[src/rtl/pwm_duty_ramp.sv]
// Duty sequencer for the PWM block: ramps or breathes activeTime toward a commanded target,
// updating only at PWM period boundaries so every period sees one consistent duty value.
module pwm_duty_ramp #(
  parameter int PRECISION_BITS = 8,
  parameter int PRESCALE_BITS  = 8
) (
  input  logic                      CLK,
  input  logic                      RST,
  input  logic                      EN,
  input  logic                      cmdValid,
  output logic                      cmdReady,
  input  logic [PRECISION_BITS-1:0] cmdTarget,
  input  logic [PRECISION_BITS-1:0] cmdStep,
  input  logic [PRESCALE_BITS-1:0]  cmdPrescale,
  input  logic                      cmdBreathe,
  output logic [PRECISION_BITS-1:0] activeTime,
  output logic                      busy,
  output logic                      done
);

  localparam int P  = PRECISION_BITS;
  localparam int PS = PRESCALE_BITS;
  localparam logic [P-1:0]  PHASE_MAX = {P{1'b1}};
  localparam logic [P-1:0]  P_ZERO    = {P{1'b0}};
  localparam logic [P-1:0]  P_ONE     = {{(P-1){1'b0}}, 1'b1};
  localparam logic [PS-1:0] PS_ZERO   = {PS{1'b0}};
  localparam logic [PS-1:0] PS_ONE    = {{(PS-1){1'b0}}, 1'b1};

  typedef enum logic [1:0] {
    IDLE    = 2'd0,
    RAMP    = 2'd1,
    BR_UP   = 2'd2,
    BR_DOWN = 2'd3
  } state_t;

  state_t        state_q, state_d;
  logic [P-1:0]  phase_q, phase_d;
  logic [PS-1:0] presc_q, presc_d;
  logic [P-1:0]  active_q, active_d;
  logic          done_q, done_d;
  logic [P-1:0]  target_q, target_d;
  logic [P-1:0]  step_q, step_d;
  logic [PS-1:0] prescale_q, prescale_d;

  logic          accept_s;
  logic          period_end_s;
  logic [P-1:0]  goal_s;
  logic [P-1:0]  stepped_s;
  logic [P:0]    sum_s;
  logic [P:0]    diff_s;

  assign cmdReady     = (state_q != RAMP);
  assign busy         = (state_q != IDLE);
  assign done         = done_q;
  assign activeTime   = active_q;
  assign accept_s     = cmdValid && cmdReady;
  assign period_end_s = EN && (phase_q == PHASE_MAX);

  // Saturating one-step move of the duty toward the goal, computed one bit wider to avoid wrap
  always_comb begin
    goal_s    = (state_q == BR_DOWN) ? P_ZERO : target_q;
    sum_s     = {1'b0, active_q} + {1'b0, step_q};
    diff_s    = {1'b0, active_q} - {1'b0, goal_s};
    stepped_s = goal_s;
    if (step_q == P_ZERO) begin
      stepped_s = goal_s;
    end else if (active_q < goal_s) begin
      stepped_s = (sum_s >= {1'b0, goal_s}) ? goal_s : sum_s[P-1:0];
    end else begin
      stepped_s = (diff_s <= {1'b0, step_q}) ? goal_s : (active_q - step_q);
    end
  end

  // Next-state: command acceptance takes priority over a coincident step event
  always_comb begin
    state_d    = state_q;
    phase_d    = EN ? (phase_q + P_ONE) : phase_q;
    presc_d    = presc_q;
    active_d   = active_q;
    done_d     = 1'b0;
    target_d   = target_q;
    step_d     = step_q;
    prescale_d = prescale_q;
    if (accept_s) begin
      target_d   = cmdTarget;
      step_d     = cmdStep;
      prescale_d = cmdPrescale;
      presc_d    = PS_ZERO;
      if (cmdBreathe) begin
        state_d = BR_UP;
      end else if (cmdTarget == active_q) begin
        state_d = IDLE;
        done_d  = 1'b1;
      end else begin
        state_d = RAMP;
      end
    end else if (period_end_s && (state_q != IDLE)) begin
      if (presc_q == prescale_q) begin
        presc_d  = PS_ZERO;
        active_d = stepped_s;
        if (stepped_s == goal_s) begin
          case (state_q)
            RAMP: begin
              state_d = IDLE;
              done_d  = 1'b1;
            end
            BR_UP:   state_d = BR_DOWN;
            BR_DOWN: state_d = BR_UP;
            default: state_d = IDLE;
          endcase
        end else begin
          state_d = state_q;
        end
      end else begin
        presc_d = presc_q + PS_ONE;
      end
    end else begin
      state_d = state_q;
    end
  end

  // State and datapath registers, cleared asynchronously by RST
  always_ff @(posedge CLK or posedge RST) begin
    if (RST) begin
      state_q    <= IDLE;
      phase_q    <= P_ZERO;
      presc_q    <= PS_ZERO;
      active_q   <= P_ZERO;
      done_q     <= 1'b0;
      target_q   <= P_ZERO;
      step_q     <= P_ZERO;
      prescale_q <= PS_ZERO;
    end else begin
      state_q    <= state_d;
      phase_q    <= phase_d;
      presc_q    <= presc_d;
      active_q   <= active_d;
      done_q     <= done_d;
      target_q   <= target_d;
      step_q     <= step_d;
      prescale_q <= prescale_d;
    end
  end

endmodule

[config.mk]
export PLATFORM = sky130hd
export DESIGN_NAME = pwm_duty_ramp
export DESIGN_NICKNAME = d
export VERILOG_FILES = /design/src/rtl/pwm_duty_ramp.sv
export SDC_FILE = /design/constraint.sdc
export NUM_CORES = 1
export LEC_CHECK = 0
export ABC_CLOCK_PERIOD_IN_PS = 3800
export BUFFER_PORTS_ARGS = -buffer_cell sky130_fd_sc_hd__buf_2
export CAP_MARGIN = 5
export CORE_UTILIZATION = 50
export DETAILED_ROUTE_END_ITERATION = 10
export GPL_TIMING_DRIVEN = 0
export PLACE_DENSITY_LB_ADDON = 0.1
export SKIP_CTS_REPAIR_TIMING = 1
export SLEW_MARGIN = 20
export SYNTH_ARGS = -nofsm -noshare
export SYNTH_HDL_FRONTEND = slang
export SYNTH_SLANG_ARGS = --single-unit
[constraint.sdc]
create_clock -name CLK -period 3.8 [get_ports CLK]
set_input_delay 0.57 -clock CLK [delete_from_list [all_inputs] [get_ports CLK]]
set_output_delay 0.57 -clock CLK [all_outputs]
set_load 0.02 [all_outputs]
# Word-level counts from Yosys, hierarchy flattened
# Cells that the tools add are included.
word_totals:
  ff_bits: 51
  in_bits: 29
classes:
  add_sub_neg: 5
  magnitude_cmp: 3
  n_eq_ne: 8
  mux: 22
  n_bitwise: 1
  reduce_logical: 10
op_table:
  columns: ["cell", "n"]
  rows:
  - ["2-to-1 mux 8 bit", 8]
  - ["equality test 8 bit", 3]
  - ["adder 8 x 1 -> 8 bit, second input constant", 2]
  - ["2-to-1 mux 2 bit", 5]
  - ["adder 8 x 8 -> 9 bit", 1]
  - [">= comparator 9 x 8 -> 1 bit", 1]
  - ["less-or-equal comparator 9 x 8 -> 1 bit", 1]
  - ["subtractor 8 x 8 -> 9 bit", 1]
  - ["equality test 8 bit, second input constant", 1]
  - ["zero test 8 bit", 1]
  - ["< comparator 8 bit", 1]
  - ["2-to-1 mux 1 bit", 8]
  - ["nonzero test 2 bit", 4]
  - ["subtractor 8 bit", 1]
  - ["AND reduction 3 bit", 2]
  - ["equality test 2 bit, second input constant", 2]
  - ["case mux 2 bit (2 select lines)", 1]
  - ["logical AND 1 bit", 3]
  - ["equality test 2 x 1 -> 1 bit, second input constant", 1]
  - ["!= test 2 x 1 -> 1 bit, second input constant", 1]
  - ["NOT 1 bit", 1]

# Logic depth before layout (Yosys ltp)
depth:
  ltp_word: 12
  mapped_depth: 22
  mapped_depth_nobuf: 20

# Worst setup path after synthesis
# OpenSTA, ideal clock, no wires.
synth_path:
  kind: "reg-to-reg"
  start: "register state_q[1]"
  end: "register active_q[5], in the netlist activeTime[5]"
  arrival_ns: 4.041
  required_time_ns: 3.675
  setup_slack_ns: -0.366
  path_stages_with_launch: 19
  n_path_buf: 2
  synth_period_minus_slack_ns: 4.166
  path_cell_list: "dfrtp_1 -> buf_2 -> a21boi_0 -> inv_1 -> ha_1 -> or3_1 -> or2_2 -> a31oi_1 -> xnor2_1 -> ha_1 -> nand4_1 -> nor2_1 -> a31oi_1 -> a21oi_1 -> clkbuf_1 -> nor3_1 -> a211oi_1 -> o22ai_1 -> mux2_2"
synth_between:
  elab_chain_cells: 7
  elab_cells_between_ends: 16
  cone_classes: "1 x add/sub; 3 x order compare; 2 x eq/ne; 5 x mux; 1 x bitwise; 4 x reduce/logical"
synth_rtl:
  columns: ["item", "line_no", "rtl"]
  rows:
  - ["start, declared", "36", "state_t state_q, state_d;"]
  - ["start signal, assigned", "134", "state_q <= state_d;"]
  - ["equality test 2 bit", "61", "goal_s = (state_q == BR_DOWN) ? P_ZERO : target_q;"]
  - ["2-to-1 mux 8 bit", "61", null]
  - ["subtractor 8 x 8 -> 9 bit", "63", "diff_s = {1'b0, active_q} - {1'b0, goal_s};"]
  - ["less-or-equal comparator 9 x 8 -> 1 bit", "70", "stepped_s = (diff_s <= {1'b0, step_q}) ? goal_s : (active_q - step_q);"]
  - ["2-to-1 mux 8 bit", "70", null]
  - ["2-to-1 mux 8 bit", "67", "end else if (active_q < goal_s) begin"]
  - ["2-to-1 mux 8 bit", "65", "if (step_q == P_ZERO) begin"]
  - ["end signal, assigned", "137", "active_q <= active_d;"]
  - ["end, declared", "39", "logic [P-1:0] active_q, active_d;"]
# Several ways; a longest one is shown, not always the timed one.
# A chain may end at the register's enable or synchronous reset.

# Worst setup path in the final report
layout_path:
  start: "register state_q[0]"
  end: "register state_q[0]"
layout_between:
  elab_chain_cells: 10
  elab_cells_between_ends: 25
  cone_classes: "1 x add/sub; 3 x order compare; 4 x eq/ne; 10 x mux; 7 x reduce/logical"
layout_rtl:
  columns: ["item", "line_no", "rtl"]
  rows:
  - ["equality test 2 bit", "61, 102", null]
  - ["2-to-1 mux 8 bit", "61", null]
  - ["subtractor 8 x 8 -> 9 bit", "63", null]
  - ["less-or-equal comparator 9 x 8 -> 1 bit", "70", null]
  - ["2-to-1 mux 8 bit", "70", null]
  - ["2-to-1 mux 8 bit", "67", null]
  - ["2-to-1 mux 8 bit", "65", null]
  - ["equality test 8 bit", "101", "if (stepped_s == goal_s) begin"]
  - ["nonzero test 2 bit (no line)", null, null]
  - ["AND reduction 3 bit (no line)", null, null]
# Several ways; a longest one is shown, not always the timed one. The select of a mux whose other input is x is not followed.

==> reports/metrics.cfg <==
[yosys]
synth_cell_type_count = 64
synth_seq_area_share = 0.286
async_reset_ff_frac = 1.00
synth_edf_count = 0
synth.avg_cell_area_um2 = 8.14
netlist_instances = 548
syn_nets = 621
ys.flop_type = dfrtp_1
synth_seq_cells = 51
yosys_warnings = 0
synth.cell_area_um2 = 4460

[power_and_ir_drop]
p_per_area_nw_per_um2 = 921
pwr-share-seq = 0.179
clkPwrFrac = 0.084
combPwrFrac = 0.737
intPower_mw = 2.47
switching_power_mw = 2.48
swShare = 0.500
p_leak_nw = 2.43
vdd_ir_drop_max_v = 0.000496

[setup_path]
crit_buf_inv = 2
worstSetupStartpoint = state_q[0]
setup.worst_path.end_class = flop
critPathMaxStageDelay_ps = 380
crit_path_end = state_q[0]
start_kind = flop
critical_path.top_delay_family = compound AO/OA/AOI/OAI gates
crit_required_ps = 4050
regToRegSetupSlack_ps = -470
path_class = flop to flop
critPathSlowestCell = a21oi_4
path_depth = 20
cp_cell_sequence = buf_6 -> nand2_8 -> and2_4 -> inv_6 -> ha_4 -> nor2b_4 -> o31a_1 -> or2_4 -> a31oi_4 -> xnor2_2 -> ha_1 -> nand4_1 -> nor2_1 -> a31oi_2 -> a21oi_4 -> nor4_2 -> a311oi_1 -> nand4_1 -> o31a_1 -> o211ai_2
r2r-start = state_q[0]
rr_endpoint = state_q[0]
r2r_cells = 20
crit_path_max_fanout = 8
crit_arrival_ps = 4520

[drt]
drc = 0
drt_first_pass_iters = 5
routed_wl_um = 13400
antenna_left = 0
wl_per_cell_um = 18.7
via_per_inst = 6.07
drt_iter0_drc = 309
num_vias = 4375

[place]
io_buffers = 39
hpwl_um = 9930
place_area_um2 = 4850
place_congestion = 0.933

[floorplan]
num_rows = 34
die_w_um = 96.4
fp.dieH_um = 96.4
start_util = 0.514
die_area_um2 = 9300
core_area_um2 = 8680
ios = 40

[clock_network]
cts.sinks = 51
h-tree-depth = 2
clk_latency_ps = 320
cts_root_buf = clkbuf_8
clk_pin_slew_ps = 100
cts-buffers-inserted = 5
clockBufferDepth = 2
cts_tree = built

[layout]
mostFrequentLayoutCells = nand2_1 (91), dfrtp_1 (47), buf_2 (45), nor2_1 (35), ha_1 (35)
diodes = 0
finalInstanceArea_um2 = 5380
final_common_cell = nand2_1
finalCoreUtilization = 0.620
drive_gt1_frac = 0.232
synthToLayoutAreaGrowth_pct = 20.6
nets = 685

[sta]
setup_viol = 10
post-route-period-util = 1.12
final.min_clock_period_ps = 4270
hold_viol_final = 0
tightest_slew_ps = 650
worst_slew_margin_rel = 0.564
clock_skew_ps = 12.7
rsz0062_at_grt = yes
fmax_mhz = 234
layout_setup_ws_ps = -474
drv_slew = 0

[global_routing]
grt_first_pass_wirelength_um = 20100
grt_max_degree = 36
grt_pass1_vias = 3966
antenna_found_initial = 0
gr-usage-all-layers = 0.290
overflow = 0

[status]
status = finished with violations
violations = setup timing

[worst_hold_path]
hold_path_class = primary input to asynchronous set/reset pin

[flow_run]
drv_cap = 0

## synth_stat cells (all sizes together), types with 4 or more instances
library cell,instances,area [µm²]
nor3,13,65.1
nand3,7,35.0
a211oi,17,150
and3,4,25.0
a21oi,32,160
dfrtp,51,1280
nor2b,10,62.6
clkbuf,11,41.3
nor3b,4,30.0
xnor2,31,272
nand3b,5,37.5
nor4,5,31.3
o211ai,7,57.6
or3,4,25.0
buf,11,62.6
nand4,15,93.8
nand2b,7,43.8
inv,23,86.3
a22oi,4,30.0
nand2,93,352
ha,41,513
a31oi,7,43.8
and2,6,37.5
mux2i,5,50.1
xor2,8,70.1
o22ai,5,31.3
o21a,6,45.0
nor2,39,146
o21ai,33,165
## kinds of logic after synthesis
| family | Yosys count | synth area share |
|---|---|---|
| compound gates | 143 | 0.217 |
| flops | 51 | 0.286 |
| simple gates | 219 | 0.233 |
| xor+xnor | 39 | 0.0766 |
| fa+ha+maj | 44 | 0.129 |
| mux | 7 | 0.0163 |
| buf+inv | 45 | 0.0426 |
## worst min-delay path by stage
stage	slack [ps]	end
finish	210	phase_q[5]
global route	240	phase_q[5]
CTS	220	phase_q[5]
detailed placement	460	target_q[6]
global placement	450	target_q[6]
floorplan	440	target_q[1]
## metrics by stage
step	TNS [ps]	cells	power (mW)	hold slack, ps	setup slack, ps
5_1_grt	-4650	721	5.33	241	-643
2_1_floorplan	0	548	3.12	437	3.42
4_1_cts	-8000	704	4.33	220	-961
6_report	-2890	721	4.95	213	-474
3_3_place_gp	-6030	695	3.82	453	-739
3_5_place_dp	-7460	696	3.88	459	-894
## routing by layer
| metal | vias to the layer above | GRT usage | share of wire |
|---|---|---|---|
| met3 | 29 | 0.0360 | 0.053 |
| met2 | 141 | 0.468 | 0.48 |
| li1 | 2088 | - | - |
| met1 | 2117 | 0.401 | 0.44 |
| met5 | - | 0 | 0 |
| met4 | 0 | 0.100 | 0.030 |
## power by group through the flow
stage	clock network [mW]	registers [mW]	logic [mW]
after global placement	0	0.880	2.94
after CTS	0.428	0.876	3.02
after global routing	0.446	0.902	3.98
after detailed placement	0	0.885	3.00
final	0.417	0.885	3.65
after floorplan	0	0.836	2.29
## final cells by class
| cell class | count | area (µm²) |
|---|---|---|
| Clock buffer | 6 | 82.6 |
| Multi-Input combinational cell | 452 | 3270 |
| Buffer | 22 | 124 |
| Tap cell | 108 | 135 |
| Sequential cell | 51 | 1280 |
| Timing Repair Buffer | 57 | 350 |
| Fill cell | 776 | 3300 |
| Inverter | 23 | 91.3 |
| Clock inverter | 2 | 38.8 |
## sequential cells by signal, summed over array words and instances, names as in the netlist
| register | flops |
|---|---|
| phase_q | 8 |
| target_q | 8 |
| prescale_q | 8 |
| activeTime | 8 |
| step_q | 8 |
| done | 1 |
| state_q | 2 |
| presc_q | 8 |
(Power assumes the default switching activity.)
